### src/rtl/life_grid_engine_if.sv
// Control, rule and readout bundle for life_grid_engine.
// The seed-loading side drives through master; the engine attaches as slave.
interface life_grid_engine_if #(
  parameter int ROWS  = 8,
  parameter int COLS  = 8,
  parameter int GEN_W = 16
) ();
  logic [ROWS*COLS-1:0] seeds;
  logic                 load;
  logic                 run;
  logic                 step;
  logic [8:0]           birth_mask;
  logic [8:0]           survive_mask;
  logic [ROWS*COLS-1:0] cells;
  logic [GEN_W-1:0]     gen_count;
  logic                 gen_tick;
  logic                 stable;
  logic                 extinct;
  logic [1:0]           state;

  modport master (
    output seeds, load, run, step, birth_mask, survive_mask,
    input  cells, gen_count, gen_tick, stable, extinct, state
  );

  modport slave (
    input  seeds, load, run, step, birth_mask, survive_mask,
    output cells, gen_count, gen_tick, stable, extinct, state
  );
endinterface

### src/rtl/life_grid_engine.sv
// Register-held cellular automaton with run-time rule masks, run/pause/step control,
// a saturating generation counter and automatic halt on stable or extinct states.
module life_grid_engine #(
  parameter int ROWS  = 8,
  parameter int COLS  = 8,
  parameter int WRAP  = 1,
  parameter int GEN_W = 16
) (
  input  logic clk,
  input  logic rst,
  life_grid_engine_if.slave bus
);
  localparam int N     = ROWS * COLS;
  localparam int IDX_W = $clog2(N);

  typedef enum logic [1:0] {
    ST_IDLE    = 2'd0,
    ST_PAUSED  = 2'd1,
    ST_RUNNING = 2'd2,
    ST_HALTED  = 2'd3
  } state_e;

  state_e           state_q, state_d;
  logic [N-1:0]     cells_q, cells_d, next_s;
  logic [GEN_W-1:0] gen_q, gen_d;
  logic             tick_q, tick_d;
  logic             stable_q, stable_d;
  logic             commit_s, halt_s;

  // Whole-array next generation; off-grid neighbours read as dead unless wrapping.
  function automatic logic [N-1:0] next_gen(input logic [N-1:0] g,
                                            input logic [8:0] bm,
                                            input logic [8:0] sm);
    logic [N-1:0]     n;
    logic [3:0]       cnt;
    logic [IDX_W-1:0] idx;
    int               rr, cc;
    n = {N{1'b0}};
    for (int r = 0; r < ROWS; r++) begin
      for (int c = 0; c < COLS; c++) begin
        cnt = 4'd0;
        for (int dr = 0; dr < 3; dr++) begin
          for (int dc = 0; dc < 3; dc++) begin
            if (!(dr == 1 && dc == 1)) begin
              if (WRAP != 0) begin
                rr  = (r + dr + ROWS - 1) % ROWS;
                cc  = (c + dc + COLS - 1) % COLS;
                idx = IDX_W'(rr * COLS + cc);
                cnt = cnt + {3'd0, g[idx]};
              end else begin
                rr = r + dr - 1;
                cc = c + dc - 1;
                if (rr >= 0 && rr < ROWS && cc >= 0 && cc < COLS) begin
                  idx = IDX_W'(rr * COLS + cc);
                  cnt = cnt + {3'd0, g[idx]};
                end
              end
            end
          end
        end
        idx    = IDX_W'(r * COLS + c);
        n[idx] = g[idx] ? sm[cnt] : bm[cnt];
      end
    end
    return n;
  endfunction

  // Candidate generation and halt test on the result that would be committed.
  always_comb begin
    next_s = next_gen(cells_q, bus.birth_mask, bus.survive_mask);
    halt_s = (next_s == cells_q) || (next_s == {N{1'b0}});
  end

  // Control FSM: load overrides everything; step wins over run while paused.
  always_comb begin
    state_d  = state_q;
    commit_s = 1'b0;
    if (bus.load) begin
      state_d = ST_PAUSED;
    end else begin
      case (state_q)
        ST_IDLE:    state_d = ST_IDLE;
        ST_PAUSED: begin
          if (bus.step) begin
            commit_s = 1'b1;
            state_d  = halt_s ? ST_HALTED : (bus.run ? ST_RUNNING : ST_PAUSED);
          end else if (bus.run) begin
            state_d = ST_RUNNING;
          end else begin
            state_d = ST_PAUSED;
          end
        end
        ST_RUNNING: begin
          if (bus.run) begin
            commit_s = 1'b1;
            state_d  = halt_s ? ST_HALTED : ST_RUNNING;
          end else begin
            state_d = ST_PAUSED;
          end
        end
        ST_HALTED:  state_d = ST_HALTED;
        default:    state_d = ST_IDLE;
      endcase
    end
  end

  // Datapath updates for load and commit; gen_tick is a one-cycle pulse.
  always_comb begin
    cells_d  = cells_q;
    gen_d    = gen_q;
    tick_d   = 1'b0;
    stable_d = stable_q;
    if (bus.load) begin
      cells_d  = bus.seeds;
      gen_d    = {GEN_W{1'b0}};
      stable_d = 1'b0;
    end else if (commit_s) begin
      cells_d  = next_s;
      gen_d    = (gen_q == {GEN_W{1'b1}}) ? gen_q : gen_q + GEN_W'(1);
      tick_d   = 1'b1;
      stable_d = (next_s == cells_q);
    end else begin
      cells_d = cells_q;
    end
  end

  // State registers with asynchronous reset.
  always_ff @(posedge clk or posedge rst) begin
    if (rst) begin
      state_q  <= ST_IDLE;
      cells_q  <= {N{1'b0}};
      gen_q    <= {GEN_W{1'b0}};
      tick_q   <= 1'b0;
      stable_q <= 1'b0;
    end else begin
      state_q  <= state_d;
      cells_q  <= cells_d;
      gen_q    <= gen_d;
      tick_q   <= tick_d;
      stable_q <= stable_d;
    end
  end

  assign bus.cells     = cells_q;
  assign bus.gen_count = gen_q;
  assign bus.gen_tick  = tick_q;
  assign bus.stable    = stable_q;
  assign bus.extinct   = ~|cells_q;
  assign bus.state     = state_q;
endmodule
### src/flat_wrapper.sv
// flat-port wrapper written by rule: the top's interface ports become plain ports
module life_grid_engine_flat 
#(
  parameter int ROWS  = 8,
  parameter int COLS  = 8,
  parameter int WRAP  = 1,
  parameter int GEN_W = 16
)
  (clk, rst, bus_seeds, bus_load, bus_run, bus_step, bus_birth_mask, bus_survive_mask, bus_cells, bus_gen_count, bus_gen_tick, bus_stable, bus_extinct, bus_state);
  life_grid_engine_if #(.ROWS(ROWS), .COLS(COLS), .GEN_W(GEN_W)) bus_i ();
  input  logic clk;
  input  logic rst;
  input wire logic [$bits(bus_i.seeds)-1:0] bus_seeds;
  input wire logic [$bits(bus_i.load)-1:0] bus_load;
  input wire logic [$bits(bus_i.run)-1:0] bus_run;
  input wire logic [$bits(bus_i.step)-1:0] bus_step;
  input wire logic [$bits(bus_i.birth_mask)-1:0] bus_birth_mask;
  input wire logic [$bits(bus_i.survive_mask)-1:0] bus_survive_mask;
  output wire logic [$bits(bus_i.cells)-1:0] bus_cells;
  output wire logic [$bits(bus_i.gen_count)-1:0] bus_gen_count;
  output wire logic [$bits(bus_i.gen_tick)-1:0] bus_gen_tick;
  output wire logic [$bits(bus_i.stable)-1:0] bus_stable;
  output wire logic [$bits(bus_i.extinct)-1:0] bus_extinct;
  output wire logic [$bits(bus_i.state)-1:0] bus_state;
  assign bus_i.seeds = bus_seeds;
  assign bus_i.load = bus_load;
  assign bus_i.run = bus_run;
  assign bus_i.step = bus_step;
  assign bus_i.birth_mask = bus_birth_mask;
  assign bus_i.survive_mask = bus_survive_mask;
  assign bus_cells = bus_i.cells;
  assign bus_gen_count = bus_i.gen_count;
  assign bus_gen_tick = bus_i.gen_tick;
  assign bus_stable = bus_i.stable;
  assign bus_extinct = bus_i.extinct;
  assign bus_state = bus_i.state;
  life_grid_engine #(.ROWS(ROWS), .COLS(COLS), .WRAP(WRAP), .GEN_W(GEN_W)) u_core (.clk(clk), .rst(rst), .bus(bus_i));
endmodule
### config.mk
export PLATFORM = sky130hd
export DESIGN_NAME = life_grid_engine_flat
export DESIGN_NICKNAME = d
export VERILOG_FILES = /design/src/rtl/life_grid_engine_if.sv /design/src/rtl/life_grid_engine.sv /design/src/flat_wrapper.sv
export SDC_FILE = /design/constraint.sdc
export NUM_CORES = 1
export LEC_CHECK = 0
export CAP_MARGIN = 15
export CORE_MARGIN = 2
export CORE_UTILIZATION = 60
export CTS_CLUSTER_SIZE = 40
export DETAILED_ROUTE_END_ITERATION = 8
export PLACE_DENSITY = 0.82
export SLEW_MARGIN = 15
export SYNTH_ARGS = -nofsm -noshare
export SYNTH_HDL_FRONTEND = slang
export SYNTH_SLANG_ARGS = --single-unit
### constraint.sdc
create_clock -name clk -period 6.09 [get_ports clk]
set_input_delay 0.9135 -clock clk [delete_from_list [all_inputs] [get_ports clk]]
set_output_delay 0.9135 -clock clk [all_outputs]
set_load 0.005 [all_outputs]
# ---- Yosys cells after proc, flatten, opt, wreduce, memory -nomap -nowiden
# Cells that the tools add are included.
# Widths: inputs -> output; s select.
dict set report totals {
  ff_bits 84
  input_bits 87
  word_cells 871
}
dict set report op_classes {
  add_sub_neg 449
  order_cmp 64
  n_eq_ne 6
  n_mux 340
  n_reduce_logical 7
}
# op n
set ops {}
lappend ops {{$add 4x1->4} 384}
lappend ops {{$bmux 1 s4} 128}
lappend ops {{$lt 4x5->1 const B} 64}
lappend ops {{$mux 1} 200}
lappend ops {{$add 1x1->2} 64}
lappend ops {{$mux 64} 2}
lappend ops {{$eq 64x64->1} 1}
lappend ops {{$logic_not 64->1} 1}
lappend ops {{$reduce_or 64->1} 1}
lappend ops {{$mux 16} 3}
lappend ops {{$add 16x1->16 const B} 1}
lappend ops {{$eq 16x16->1 const B} 1}
lappend ops {{$mux 2} 5}
lappend ops {{$pmux 2 s4} 1}
lappend ops {{$eq 2x2->1 const B} 2}
lappend ops {{$eq 2x1->1 const B} 1}
lappend ops {{$logic_not 2->1} 1}
lappend ops {{$ne 2x2->1 const B} 1}
lappend ops {{$pmux 1 s2} 1}
lappend ops {{$reduce_and 2->1} 1}
lappend ops {{$reduce_bool 2->1} 1}
lappend ops {{$logic_not 1->1} 1}
lappend ops {{$logic_or 1x1->1} 1}

# ---- Logic depth before layout (Yosys ltp)
dict set report depth {
  ltp_word 16
  mapped_depth 19
}

# ---- Worst setup path after synthesis
# No wires, ideal clock.
dict set report synth_path {
  path_kind {register -> register}
  from {reg u_core.cells_q[43], in the netlist u_core.bus.cells[43]}
  to {reg u_core.state_q[1], in the netlist u_core.bus.state[1]}
  setup_time_ns 0.066
  t_arrival_ns 5.438
  slack_ns 0.585
  path_stages_with_launch 17
  path_buffers 0
  cell_sequence {dfrtp_1 inv_1 fa_1 fa_1 fa_1 inv_1 ha_1 fa_1 mux4_2 and4b_1 a311oi_1 a21oi_1 or4_1 or3_1 or3_1 o31ai_1 a41o_1}
}
dict set report synth_between {
  elab_chain_len 16
}
# element line
set synth_lines {}
lappend synth_lines {{from (decl)} life_grid_engine.sv:24} ;# logic [N-1:0] cells_q, cells_d, next_s;
lappend synth_lines {{from (signal assigned)} life_grid_engine.sv:131} ;# cells_q <= {N{1'b0}};
lappend synth_lines {{from (signal assigned)} life_grid_engine.sv:137} ;# cells_q <= cells_d;
lappend synth_lines {{$add 1x1->2} life_grid_engine.sv:49} ;# cnt = cnt + {3'd0, g[idx]};
lappend synth_lines {{$add 4x1->4 (6 in a row)} life_grid_engine.sv:49}
lappend synth_lines {{$bmux 1 s4} life_grid_engine.sv:62} ;# n[idx] = g[idx] ? sm[cnt] : bm[cnt];
lappend synth_lines {{$mux 1 (implied by the code)} life_grid_engine.sv:62}
lappend synth_lines {{$mux 1} life_grid_engine.sv:62}
lappend synth_lines {{$eq 64x64->1 / $logic_not 64->1 (equally long branches)} life_grid_engine.sv:71} ;# halt_s = (next_s == cells_q) || (next_s == {N{1'b0}});
lappend synth_lines {{$logic_or 1x1->1 (*)} life_grid_engine.sv:71}
lappend synth_lines {{$mux 2 (*)} life_grid_engine.sv:86} ;# state_d = halt_s ? ST_HALTED : (bus.run ? ST_RUNNING : ST_PAUSED);
lappend synth_lines {{$mux 2 (*)} life_grid_engine.sv:84} ;# if (bus.step) begin
lappend synth_lines {{$pmux 2 s4 (*)} life_grid_engine.sv:81} ;# case (state_q)
lappend synth_lines {{$mux 2 (*)} life_grid_engine.sv:78} ;# if (bus.load) begin
lappend synth_lines {{net u_core.state_d[1]} life_grid_engine.sv:23} ;# state_e state_q, state_d;
lappend synth_lines {{to (signal assigned)} life_grid_engine.sv:136} ;# state_q <= state_d;
lappend synth_lines {{to (decl)} life_grid_engine.sv:23}
# The timed path passes the listed nets; every way through them passes the cells marked *. The select of a mux whose other input is x is not followed.
# A chain may end at the register's enable or synchronous reset.

# ---- Final worst setup path
dict set report layout_path {
  from {reg u_core.cells_q[26], in the netlist u_core.bus.cells[26]}
  to {reg u_core.state_q[1], in the netlist u_core.bus.state[1]}
}
# The elaborated chain is that of the path after synthesis.

==> reports/metrics.csv <==
metric;value;unit
status;complete, no violations;
Reg-to-Reg Start;u_core.bus.cells[26];
Arr. time, crit path;6.43;ns
part of the Yosys area used for sequential elements;7.94;%
critical path peak fanout;6;
Initial Util;61.2;%
GRT Total Usage;54.8;%
R2R cell count;18;
drt total wl;127;mm
Core Region;43300;µm²
EDFF count, synth;0;
worst-margin pin slew;1.13;ns
clock latency on the worst-skew pair;0.43;ns
main combinational cell family by area after synthesis;adder cells;
peak per-stage delay on the critical path;0.76;ns
1st-iter DRT viols;4762;
total gr overflow;0;
Buffers on Ports;171;
width of the chip;214;µm
Worst Path Buf+Inv;4;
vias in the first global route;27200;
FF+latch count, synth;84;
CP Capture Type;register;
Simple-Gate Fraction of Synth Area;14.6;%
Hold Path Class;register to register;
Syn. warnings;0;
Most common cell on crit path;fa_1;
wire length of the first global-routing pass;182;mm
hold depth;2;
XOR/XNOR Fraction of Synth Area;2.68;%
Fin Clk Skew;0.0140;ns
row cnt;76;
Compound-Gate Fraction of Synth Area;13.1;%
vias;27600;
RePlAce Congestion;1.16;
CTS sink count;84;
drt pass-1 iters;9;
H-Tree Depth;3;
asr flop ratio synth;100;%
CP Launch Point;u_core.bus.cells[26];
initial antenna violation count;15;
CTS tree;done;
fin crit period;6.07;ns
total die area;45800;µm²
Crit path max-delay family;adder cells;
top_reg_cell synth;dfrtp_1;
fmax;165;MHz
dpl hpwl;94.0;mm
mux contribution to synthesized area;24.3;%
cells along the critical path;inv_1, ha_1, inv_1, fa_1, fa_1, fa_1, inv_1, fa_1, nor3b_1, a21oi_1, a21oi_1, o2bb2ai_1, or4_2, nor4_1, nand4_1, o31ai_1, buf_4, a41o_1;
layout cells sized above 1;18.2;%
reg2reg setup slack;0.02;ns
setup violators final;0;
io pins;172;
RSZ-0062 raised after global routing;false;
Crit. path cell count;18;
Slew Viols, Final;0;
Post-Syn Nets;3362;
CP Capture Point;u_core.bus.state[1];
fin crit share;99.6;%
clk slew on worst S/H paths;0.09;ns
vias per cell;7.64;
Netlist cell types;86;
final hold violation count;0;
Layout Nets;3577;
max_slew headroom;24.6;%
TritonCTS Buffers;9;
Worst Setup Start Kind;register;
cell count after synthesis;2796;
max cap viols;0;
Synth Area per Inst;9.47;µm²
post-route ant nets;0;
Post-CTS Hold Fix Bufs;0;
Syn-to-layout area delta;14.6;%
reg2reg end;u_core.bus.state[1];
slowest CP cell;a21oi_1;
CTS max path bufs;2;
CTS root buf;clkbuf_16;
crit path kind;register to register;
Setup TNS Final;0;ns
post-synthesis adder-cell area fraction;29.9;%
Die Y-Extent;214;µm
Worst Path Required;6.46;ns
synthesized cell area;26500;µm²
drt drc;0;
largest net degree at the start of global routing;74;
Routed wire per std cell;35.1;µm
==> area by class of cell <==
| cell class | instances | area [µm²] |
|---|---|---|
| well taps | 585 | 732 |
| fillers | 3322 | 12900 |
| repair buffers | 389 | 3420 |
| diodes | 10 | 25.0 |
| inverters | 343 | 1310 |
| flip-flops and latches | 84 | 2100 |
| clock buffers | 9 | 225 |
| multi-input cells | 2184 | 22400 |
| clock inverters | 7 | 70.1 |
==> synth_stat cells (29+ instances only) <==
master    instances  share of area, %
a21oi_1         105               2.0
clkbuf_1        172               2.4
dfrtp_1          84               7.9
fa_1            255                19
ha_1            224                11
inv_1           343               4.9
mux2_2           29               1.2
mux2i_1         113               4.3
mux4_2          220                19
nand2_1         177               2.5
nand3_1          79               1.5
nand4_1          36              0.85
nor2_1          132               1.9
nor2b_1          77               1.8
nor3_1           39              0.74
o21ai_0         172               3.3
xnor2_1          35               1.2
xor2_1           44               1.5
==> logic make-up after synthesis <==
family          Yosys count
mux                     363
compound gates          535
simple gates            727
fa+ha+maj               479
flops                    84
xor+xnor                 80
buf+inv                 528
==> per-stage QoR <==
stage / setup WS [ns] / hold slack, ns / instance area (µm²) / cells / util (%)
final: 0.0217 / 0.584 / 30300 / 3611 / 70.1
after global routing: 0.00405 / 0.609 / 30300 / 3602 / 70.0
after CTS: 0.0674 / 0.578 / 30100 / 3595 / 69.7
after detailed placement: 0.106 / 0.553 / 29800 / 3579 / 69.0
after global placement: 0.191 / 0.549 / 29800 / 3579 / 69.0
after floorplan: 0.585 / 0.540 / 26500 / 2796 / -
==> worst min path at each step <==
| stage | endpoint | slack (ns) | startpoint |
|---|---|---|---|
| after floorplan | u_core.bus.gen_count[11] | 0.54 | u_core.bus.gen_count[11] |
| after global placement | u_core.bus.gen_count[9] | 0.55 | u_core.bus.gen_count[9] |
| after detailed placement | u_core.bus.gen_count[11] | 0.55 | u_core.bus.gen_count[11] |
| after CTS | u_core.bus.gen_count[11] | 0.58 | u_core.bus.gen_count[11] |
| after global routing | u_core.bus.gen_count[14] | 0.61 | u_core.bus.gen_count[14] |
| final | u_core.bus.gen_count[11] | 0.58 | u_core.bus.gen_count[11] |
==> sequential cells by signal, summed over array words and instances (netlist names) <==
register and flops:
u_core.bus.gen_tick 1, u_core.bus.state 2, u_core.bus.gen_count 16, u_core.bus.stable 1
u_core.bus.cells 64
==> worst register-to-register path, cell delays in order, from the launching register on <==
cell and delay (ns):
dfrtp_1 0.52, inv_1 0.10, ha_1 0.29, inv_1 0.05, fa_1 0.50, fa_1 0.44
fa_1 0.39, inv_1 0.08, fa_1 0.50, nor3b_1 0.29, a21oi_1 0.12, a21oi_1 0.76
o2bb2ai_1 0.35, or4_2 0.67, nor4_1 0.32, nand4_1 0.16, o31ai_1 0.11, buf_4 0.20
a41o_1 0.17
==> cells in the final DEF (no fill, tap or decap), types with 9 or more instances in the layout <==
cell	count
a2111oi_0	14
a21o_1	21
a21oi_1	105
a31oi_1	28
and2_1	9
and3_1	13
and4b_1	10
buf_12	13
buf_2	18
buf_4	206
clkbuf_16	9
clkdlybuf4s50_1	152
dfrtp_1	83
diode_2	10
fa_1	253
ha_1	224
inv_1	337
mux2_2	29
mux2i_1	113
mux4_2	220
nand2_1	176
nand2b_1	26
nand3_1	79
nand3b_1	13
nand4_1	36
nand4b_1	24
nor2_1	132
nor2b_1	77
nor3_1	39
nor3b_1	19
nor4_1	13
o2111ai_1	18
o211ai_1	28
o21a_1	19
o21ai_0	171
o31ai_1	18
or3_1	14
xnor2_1	31
xor2_1	44
==> routing by layer <==
layer / global-route usage [%] / part of all wire, % / vias up
li1: - / - / 10600
met5: 0 / 0.039 / -
met4: 39.6 / 9.5 / 8
met1: 66.7 / 32 / 13100
met3: 28.0 / 19 / 909
met2: 74.4 / 39 / 2927
==> timing repair <==
| action | CTS | global route |
|---|---|---|
| buffers inserted | 0 | 6 |
| gates resized for setup | 0 | 19 |
| endpoints found under the setup margin | 0 | 3 |
| endpoints found under the hold margin | 0 | 0 |
Power is left out: the tool's default activity adds up to more than one toggle a clock period on the data nets, which glitch-free logic cannot reach.
